File: config.mk
export PLATFORM = sky130hd
export DESIGN_NAME = hyperbus_init_seq
export DESIGN_NICKNAME = d
export VERILOG_FILES = /design/src/rtl/hyperbus_init_seq.sv
export SDC_FILE = /design/constraint.sdc
export NUM_CORES = 1
export LEC_CHECK = 0
export ABC_AREA = 0
export ABC_CLOCK_PERIOD_IN_PS = 2450
export BUFFER_PORTS_ARGS = -buffer_cell sky130_fd_sc_hd__buf_2
export CELL_PAD_IN_SITES_DETAIL_PLACEMENT = 1
export CELL_PAD_IN_SITES_GLOBAL_PLACEMENT = 2
export CORE_MARGIN = 4
export CORE_UTILIZATION = 33
export CTS_CLUSTER_SIZE = 24
export DETAILED_ROUTE_END_ITERATION = 8
export PLACE_DENSITY_LB_ADDON = 0.25
export SLEW_MARGIN = 20
export SYNTH_ARGS = -nofsm -noshare
export SYNTH_HDL_FRONTEND = slang
export SYNTH_SLANG_ARGS = --single-unit
File: constraint.sdc
create_clock -name clk_i -period 2.45 [get_ports clk_i]
set_input_delay 0.1225 -clock clk_i [delete_from_list [all_inputs] [get_ports clk_i]]
set_output_delay 0.1225 -clock clk_i [all_outputs]
set_load 0.03 [all_outputs]
File: src/rtl/hyperbus_init_seq.sv
// HyperRAM power-up wait and configuration-register sequencer.
// Holds the system memory request channel closed until the device is configured.
module hyperbus_init_seq #(
  parameter int unsigned PowerupCycles = 120000,
  parameter int unsigned NumItvs       = 5,
  parameter logic [31:0] CfgRegAddr    = 32'h0000_0800,
  parameter logic [15:0] CfgRegData    = 16'h8F1F,
  parameter int unsigned RspTimeout    = 1024,
  parameter int unsigned MaxRetries    = 3
) (
  input  logic                             clk_i,
  input  logic                             rst_i,
  input  logic                             en_i,
  output logic                             cfg_req_o,
  output logic [31:0]                      cfg_addr_o,
  output logic [15:0]                      cfg_wdata_o,
  input  logic                             cfg_gnt_i,
  input  logic                             cfg_rsp_valid_i,
  input  logic                             cfg_rsp_err_i,
  output logic                             busy_o,
  output logic                             itv_pulse_o,
  output logic [$clog2(NumItvs+1)-1:0]     itv_idx_o,
  output logic                             ready_o,
  output logic                             error_o,
  input  logic                             mem_req_valid_i,
  output logic                             mem_req_ready_o,
  output logic                             mem_req_valid_o,
  input  logic                             mem_req_ready_i
);

  localparam int unsigned PW = (PowerupCycles > 1) ? $clog2(PowerupCycles) : 1;
  localparam int unsigned TW = (RspTimeout > 1) ? $clog2(RspTimeout) : 1;
  localparam int unsigned RW = (MaxRetries > 0) ? $clog2(MaxRetries + 1) : 1;
  localparam int unsigned IW = $clog2(NumItvs + 1);
  localparam int unsigned ItvLen = PowerupCycles / NumItvs;

  localparam logic [PW-1:0] PcLast  = PW'(PowerupCycles - 1);
  localparam logic [PW-1:0] IcLast  = PW'(ItvLen - 1);
  localparam logic [TW-1:0] TcLast  = TW'(RspTimeout - 1);
  localparam logic [RW-1:0] RcMax   = RW'(MaxRetries);
  localparam logic [IW-1:0] IdxLast = IW'(NumItvs - 1);

  typedef enum logic [2:0] {
    IDLE, POWERUP, CFG_REQ, CFG_WAIT, READY, ERROR
  } state_t;

  state_t        r_state;
  logic [PW-1:0] r_pcnt;
  logic [PW-1:0] r_icnt;
  logic [TW-1:0] r_tcnt;
  logic [RW-1:0] r_rcnt;
  logic [IW-1:0] r_idx;
  logic          r_ready;
  logic          r_error;
  logic          w_pulse;
  logic          w_ok;
  logic          w_fail;

  // r_icnt restarts at every boundary; the last interval just runs to PcLast
  assign w_pulse = (r_state == POWERUP) &&
                   ((r_pcnt == PcLast) ||
                    ((r_icnt == IcLast) && (r_idx < IdxLast)));

  // a response in the timeout cycle wins over the timeout
  assign w_ok   = (r_state == CFG_WAIT) && cfg_rsp_valid_i && !cfg_rsp_err_i;
  assign w_fail = (r_state == CFG_WAIT) &&
                  (cfg_rsp_valid_i ? cfg_rsp_err_i : (r_tcnt == TcLast));

  always_ff @(posedge clk_i or posedge rst_i) begin
    if (rst_i) begin
      r_state <= IDLE;
      r_pcnt  <= '0;
      r_icnt  <= '0;
      r_tcnt  <= '0;
      r_rcnt  <= '0;
      r_idx   <= '0;
      r_ready <= 1'b0;
      r_error <= 1'b0;
    end else begin
      unique case (r_state)
        IDLE: begin
          if (en_i) begin
            r_state <= POWERUP;
            r_pcnt  <= '0;
            r_icnt  <= '0;
            r_idx   <= '0;
          end
        end
        POWERUP: begin
          r_icnt <= w_pulse ? '0 : r_icnt + PW'(1);
          if (w_pulse) r_idx <= r_idx + IW'(1);
          if (r_pcnt == PcLast) r_state <= CFG_REQ;
          else                  r_pcnt  <= r_pcnt + PW'(1);
        end
        CFG_REQ: begin
          if (cfg_gnt_i) begin
            r_state <= CFG_WAIT;
            r_tcnt  <= '0;
          end
        end
        CFG_WAIT: begin
          if (w_ok) begin
            r_state <= READY;
            r_ready <= 1'b1;
          end else if (w_fail) begin
            if (r_rcnt < RcMax) begin
              r_rcnt  <= r_rcnt + RW'(1);
              r_state <= CFG_REQ;
            end else begin
              r_state <= ERROR;
              r_error <= 1'b1;
            end
          end else begin
            r_tcnt <= r_tcnt + TW'(1);
          end
        end
        default: begin
        end
      endcase
    end
  end

  assign cfg_req_o   = (r_state == CFG_REQ);
  assign cfg_addr_o  = CfgRegAddr;
  assign cfg_wdata_o = CfgRegData;
  assign busy_o      = (r_state == POWERUP) || (r_state == CFG_REQ) ||
                       (r_state == CFG_WAIT);
  assign itv_pulse_o = w_pulse;
  assign itv_idx_o   = r_idx;
  assign ready_o     = r_ready;
  assign error_o     = r_error;

  assign mem_req_valid_o = mem_req_valid_i & r_ready;
  assign mem_req_ready_o = mem_req_ready_i & r_ready;

endmodule

==> run summary, run 1 <==
gr ovfl total = 0
initial DRC count = 90
Worst setup SP type = flip-flop
Pre-antenna DRT Iters = 4
IO buf count = 17
critical setup path kind = reg -> out
row count = 35
n_diodes = 0
I/O pins = 66
clock sink total = 54
setup TNS = 0 ps
CP peak stage delay = 570 ps
area share of the largest cell type after synthesis = 41.5%
min Tclk post-route = 2300 ps
Area contributors post-synth = dfrtp_1 42%, buf_4 12%, nor2_1 4.4%
Starting Density = 34.6%
sequential-to-total area share from yosys stat = 41.5%
dpl hpwl = 5410 um
Post-synth ARST share = 100%
cell with the most instances after synthesis = dfrtp_1
hold slack = 157 ps
status = completed
Max transition margin = 49.4%
peak supply drop = 259 uV
synthesized area per cell = 9.27 sq um
Die Span Y = 107 um
Cells after Synth = 351
Worst-Margin Slew = 740 ps
Post-synth EDFFs = 0
post-synthesis cell type count = 52
mapped cell area = 3250 sq um
CP Data Required Time = 2330 ps
Clock transition at path regs = 100 ps
Via Count = 2,479
final WL = 7380 um
Die Span X = 107 um
Leak = 1.64 nW
area leader, netlist = dfrtp_1
gr usage total = 13.4%
die area = 11,500 sq um
worst path arrival time = 2180 ps
Main synth FF type = dfrtp_1
top post-synthesis cells by count = 54 x dfrtp_1, 50 x buf_4, 38 x nor2_1
Worst Hold Class = in -> reg
clock root cell = clkbuf_8
H-Tree Depth = 2
vias in the first global route = 2,479
worst path bufs/invs = 2
Vias/cell = 4.86
drt drc = 0
# setup viols final = 0
wire per inst = 14.5 um
share of cells above drive strength 1 = 15.0%
maximum clock insertion buffer count = 2
routability cong. = 0.761
Slowest cell on crit path = or4b_4
maxcap violations = 0
Routed Antenna Nets = 0
global-route wire length before repair = 12,500 um
largest net degree at the start of global routing = 29
CP Max Fanout = 4
initial antenna violation count = 0
Skew-Pair Late Insertion Delay = 300 ps
Core Box Area = 9420 sq um
fin. max-slew vios = 0
Final period util = 94.0%
Setup Skew = 4.50 ps
RSZ-0062 raised after global routing = no
final hold violations = 0
PwrDens = 634 nW/um^2
fin nets = 393
FMAX = 0.434 GHz
CTS Buf Count = 5
Yosys reg bits = 54
endpoint class of the critical path = primary output
CP delay by family, top = simple AND/OR/NAND/NOR gates
crit-path cells = or4b_4 -> nor4_2 -> buf_4 -> a31oi_1 -> nor2_2 -> clkbuf_4
Synth warnings = 0
CTS tree = done
Area Growth Syn to Fin = 7.88%
[worst reg2reg max path, cell delays in order (launching register included)]
cell       delay, ps
dfrtp_1          410
or4b_1           670
a2111oi_2        560
nand3_1          190
xor2_1           180
nor2_1            60
[flip-flops by register name, indices dropped and copies added (netlist names)]
name       cells
itv_idx_o      3
r_icnt        17
r_tcnt        10
r_state        3
error_o        1
r_pcnt        17
ready_o        1
r_rcnt         2
[layout by cell type (no fill, tap or decap), drive strengths merged, types with 10 or more instances in the layout]
| cell type | n |
|---|---|
| dfrtp | 54 |
| conb | 48 |
| nor2 | 38 |
| buf | 32 |
| nand2 | 24 |
| nand3 | 18 |
| xor2 | 13 |
| xnor2 | 13 |
| a31oi | 12 |
| o21ai | 11 |
| a21oi | 10 |
[metal layers]
| metal | vias to the layer above | GRT usage, % | share of wire [%] |
|---|---|---|---|
| met5 | - | 0 | 0 |
| met4 | 0 | 4.02 | 1.2 |
| met3 | 4 | 2.10 | 4.3 |
| met2 | 62 | 20.6 | 45 |
| met1 | 1217 | 19.3 | 49 |
| li1 | 1196 | - | - |
[kinds of logic (layout without fill, tap and decap cells)]
kind of cell,count (synthesis),after routing,share of synthesized area [%]
AOI/OAI and AO/OA,53,53,11.7
other,2,48,0.231
adders and majority gates,5,5,1.92
and+or+nand+nor,141,141,23.0
xor gates and xnor gates,26,26,7.00
buffers and inverters,67,51,13.6
muxes,3,3,1.04
DFF,54,54,41.5
[timing repair]
action / CTS / global route
endpoints found under the hold margin: 27 / 0
pin swaps: 0 / 1
setup endpoints to repair: 1 / 1
hold buffers: 1 / 0
setup buffers: 0 / 2
resized for setup: 1 / 3
[power breakdown]
| part | leakage (nW) | internal, mW | total [mW] | switching (mW) |
|---|---|---|---|---|
| Clock | 0.0482 | 0.230 | 0.534 | 0.304 |
| Combinational | 0.899 | 0.188 | 0.486 | 0.298 |
| Sequential | 0.693 | 1.03 | 1.21 | 0.171 |
| Total | 1.64 | 1.45 | 2.22 | 0.773 |
[final timing paths]
kind	from	endpoint	slack, ps	depth (start not counted)
worst min-delay path	cfg_rsp_err_i	ready_o	160	3
min in group asynchronous	rst_i	r_icnt[9]	450	3
worst max-delay path	r_pcnt[13]	itv_pulse_o	150	6
max in group asynchronous	rst_i	r_pcnt[8]	1410	4
worst min register to register	error_o	error_o	480	1
worst max register to register	r_state[2]	r_pcnt[13]	290	5
[through the flow]
stage	std cells	area [sq um]	setup WS, ps	power, mW	utilization, %
finish	510	3510	147	2.22	37.3
detailed placement	499	3380	280	1.71	35.9
global placement	499	3380	291	1.69	35.9
floorplan	397	3430	253	1.64	-
global route	510	3510	1.60	2.38	37.3
CTS	508	3480	56.0	2.26	37.0
[layout make-up]
cell class                      instances  area [sq um]
Clock inverter                          1          5.00
Fill cell                            1150          5910
Multi-Input combinational cell        276          1640
Timing Repair Buffer                   34           230
Clock buffer                            7          86.3
Tap cell                              129           161
Inverter                                9          33.8
Sequential cell                        54          1350
(Power assumes the default switching activity.)
==> inputs of run 2 (changes only) <==
Settings changed: CELL_PAD_IN_SITES_DETAIL_PLACEMENT 1 to not set, CELL_PAD_IN_SITES_GLOBAL_PLACEMENT 2 to not set, CORE_ASPECT_RATIO set to 0.6, CORE_UTILIZATION 33 to 55.
==> run summary, run 2 (synthesis gave the netlist of run 1 again) <==
IO buf count = 17
die area = 7250 sq um
H-Tree Depth = 2
final hold violations = 0
critical setup path kind = reg -> out
I/O pins = 66
worst path arrival time = 2150 ps
Worst Hold Class = in -> async
RSZ-0062 raised after global routing = no
Starting Density = 57.6%
share of cells above drive strength 1 = 13.9%
Worst-Margin Slew = 685 ps
Leak = 1.60 nW
fin nets = 387
drt drc = 0
routability cong. = 0.859
most frequent cells in the layout = 53 x dfrtp_1, 48 x conb_1, 37 x nor2_1
Area Growth Syn to Fin = 3.77%
FMAX = 0.440 GHz
Clock transition at path regs = 90 ps
Die Span X = 107 um
CP Data Required Time = 2330 ps
endpoint class of the critical path = primary output
worst reg2reg path startpoint = r_pcnt[8]
vias in the first global route = 2,191
commonest non-fill, non-tap cell in the layout = dfrtp_1
largest net degree at the start of global routing = 55
maxcap violations = 0
gr usage total = 18.1%
min Tclk post-route = 2270 ps
worst setup margin = 178 ps
Skew-Pair Late Insertion Delay = 300 ps
dpl hpwl = 4640 um
wire per inst = 13.8 um
Worst setup SP type = flip-flop
maximum clock insertion buffer count = 2
global-route wire length before repair = 10,500 um
gr ovfl total = 0
FF/Latch Area = 1350 sq um
pre-CTS WS = 306 ps
PwrDens = 638 nW/um^2
filler cell count = 501
initial DRC count = 157
biggest regs = r_icnt: 17 flops, r_pcnt: 17 flops, r_tcnt: 10 flops
setup TNS = 0 ps
fin. max-slew vios = 0
Max transition margin = 54.3%
row count = 21
CP Max Fanout = 6
Worst Setup SP = r_pcnt[8]
Core Box Area = 5650 sq um
Die Span Y = 67.6 um
Vias/cell = 5.36
Multi-input gate area = 1640 sq um
CTS Buf Count = 5
Via Count = 2,435
CTS tree = done
status = completed
final WL = 6270 um
peak supply drop = 541 uV
clock sink total = 54
clock root cell = clkbuf_8
initial antenna violation count = 0
n_diodes = 0
Routed Antenna Nets = 0
Pre-antenna DRT Iters = 4
# setup viols final = 0
Setup Skew = 9.23 ps
Final period util = 92.7%
[run 2: cell count changes in the layout (fill, tap and decap cells not counted), sizes merged]
cell / before / now
buf: 32 / 28
clkinv: 1 / 2
dlygate4sd3: 1 / 0
clkbuf: 8 / 5
[run 2: critical path, stage by stage, from the launching register on]
cell and delay [ps]:
dfrtp_2 460, or4b_4 540, nor4_2 260, buf_4 160, a31oi_1 50, nor2_2 200, buf_4 190
[run 2: area by class of cell]
type	count	area share (%)
clock inverters	2	0.297
inverters	9	1.00
multi-input cells	276	48.6
clock buffers	5	2.04
repair buffers	28	5.04
flip-flops and latches	54	40.1
well taps	80	2.97
[run 2: per-stage QoR]
| step | utilization (%) | area (sq um) | power (mW) | hold slack, ps | std cells |
|---|---|---|---|---|---|
| 2_1_floorplan | - | 3430 | 1.64 | 335 | 397 |
| 4_1_cts | 59.5 | 3360 | 2.16 | 21.7 | 454 |
| 3_5_place_dp | 58.1 | 3280 | 1.69 | 356 | 447 |
| 6_report | 59.8 | 3380 | 2.15 | 3.09 | 454 |
| 5_1_grt | 59.8 | 3380 | 2.31 | 58.8 | 454 |
| 3_3_place_gp | 58.1 | 3280 | 1.67 | 360 | 447 |
[run 2: worst paths after layout]
path	end	slack [ps]	cells past startpoint
worst min-delay path	itv_idx_o[1]	3	3
worst min register to register	error_o	480	1
max in group asynchronous	r_pcnt[8]	1960	3
worst max register to register	r_icnt[12]	280	6
worst max-delay path	itv_pulse_o	180	6
min in group clk_i	ready_o	170	3
[run 2: routing by layer]
metal | share of wire (%) | up-vias | global-route usage, % | routed length, um
met5 | 0 | - | 0 | 0
met4 | 0.30 | 0 | 2.55 | 19
met3 | 7.2 | 2 | 3.53 | 449
met2 | 40 | 91 | 27.3 | 2520
met1 | 52 | 1152 | 27.6 | 3290
li1 | - | 1190 | - | -
[run 2: repair_timing]
| item | CTS | global route |
|---|---|---|
| setup buffers | 0 | 0 |
| resized for setup | 0 | 5 |
| hold buffers | 0 | 0 |
| setup endpoints to repair | 0 | 1 |
[run 2: power breakdown]
part	switching (mW)	internal, mW	total (mW)
sequential	0.178	1.03	1.21
combinational	0.290	0.179	0.469
clock	0.279	0.193	0.471
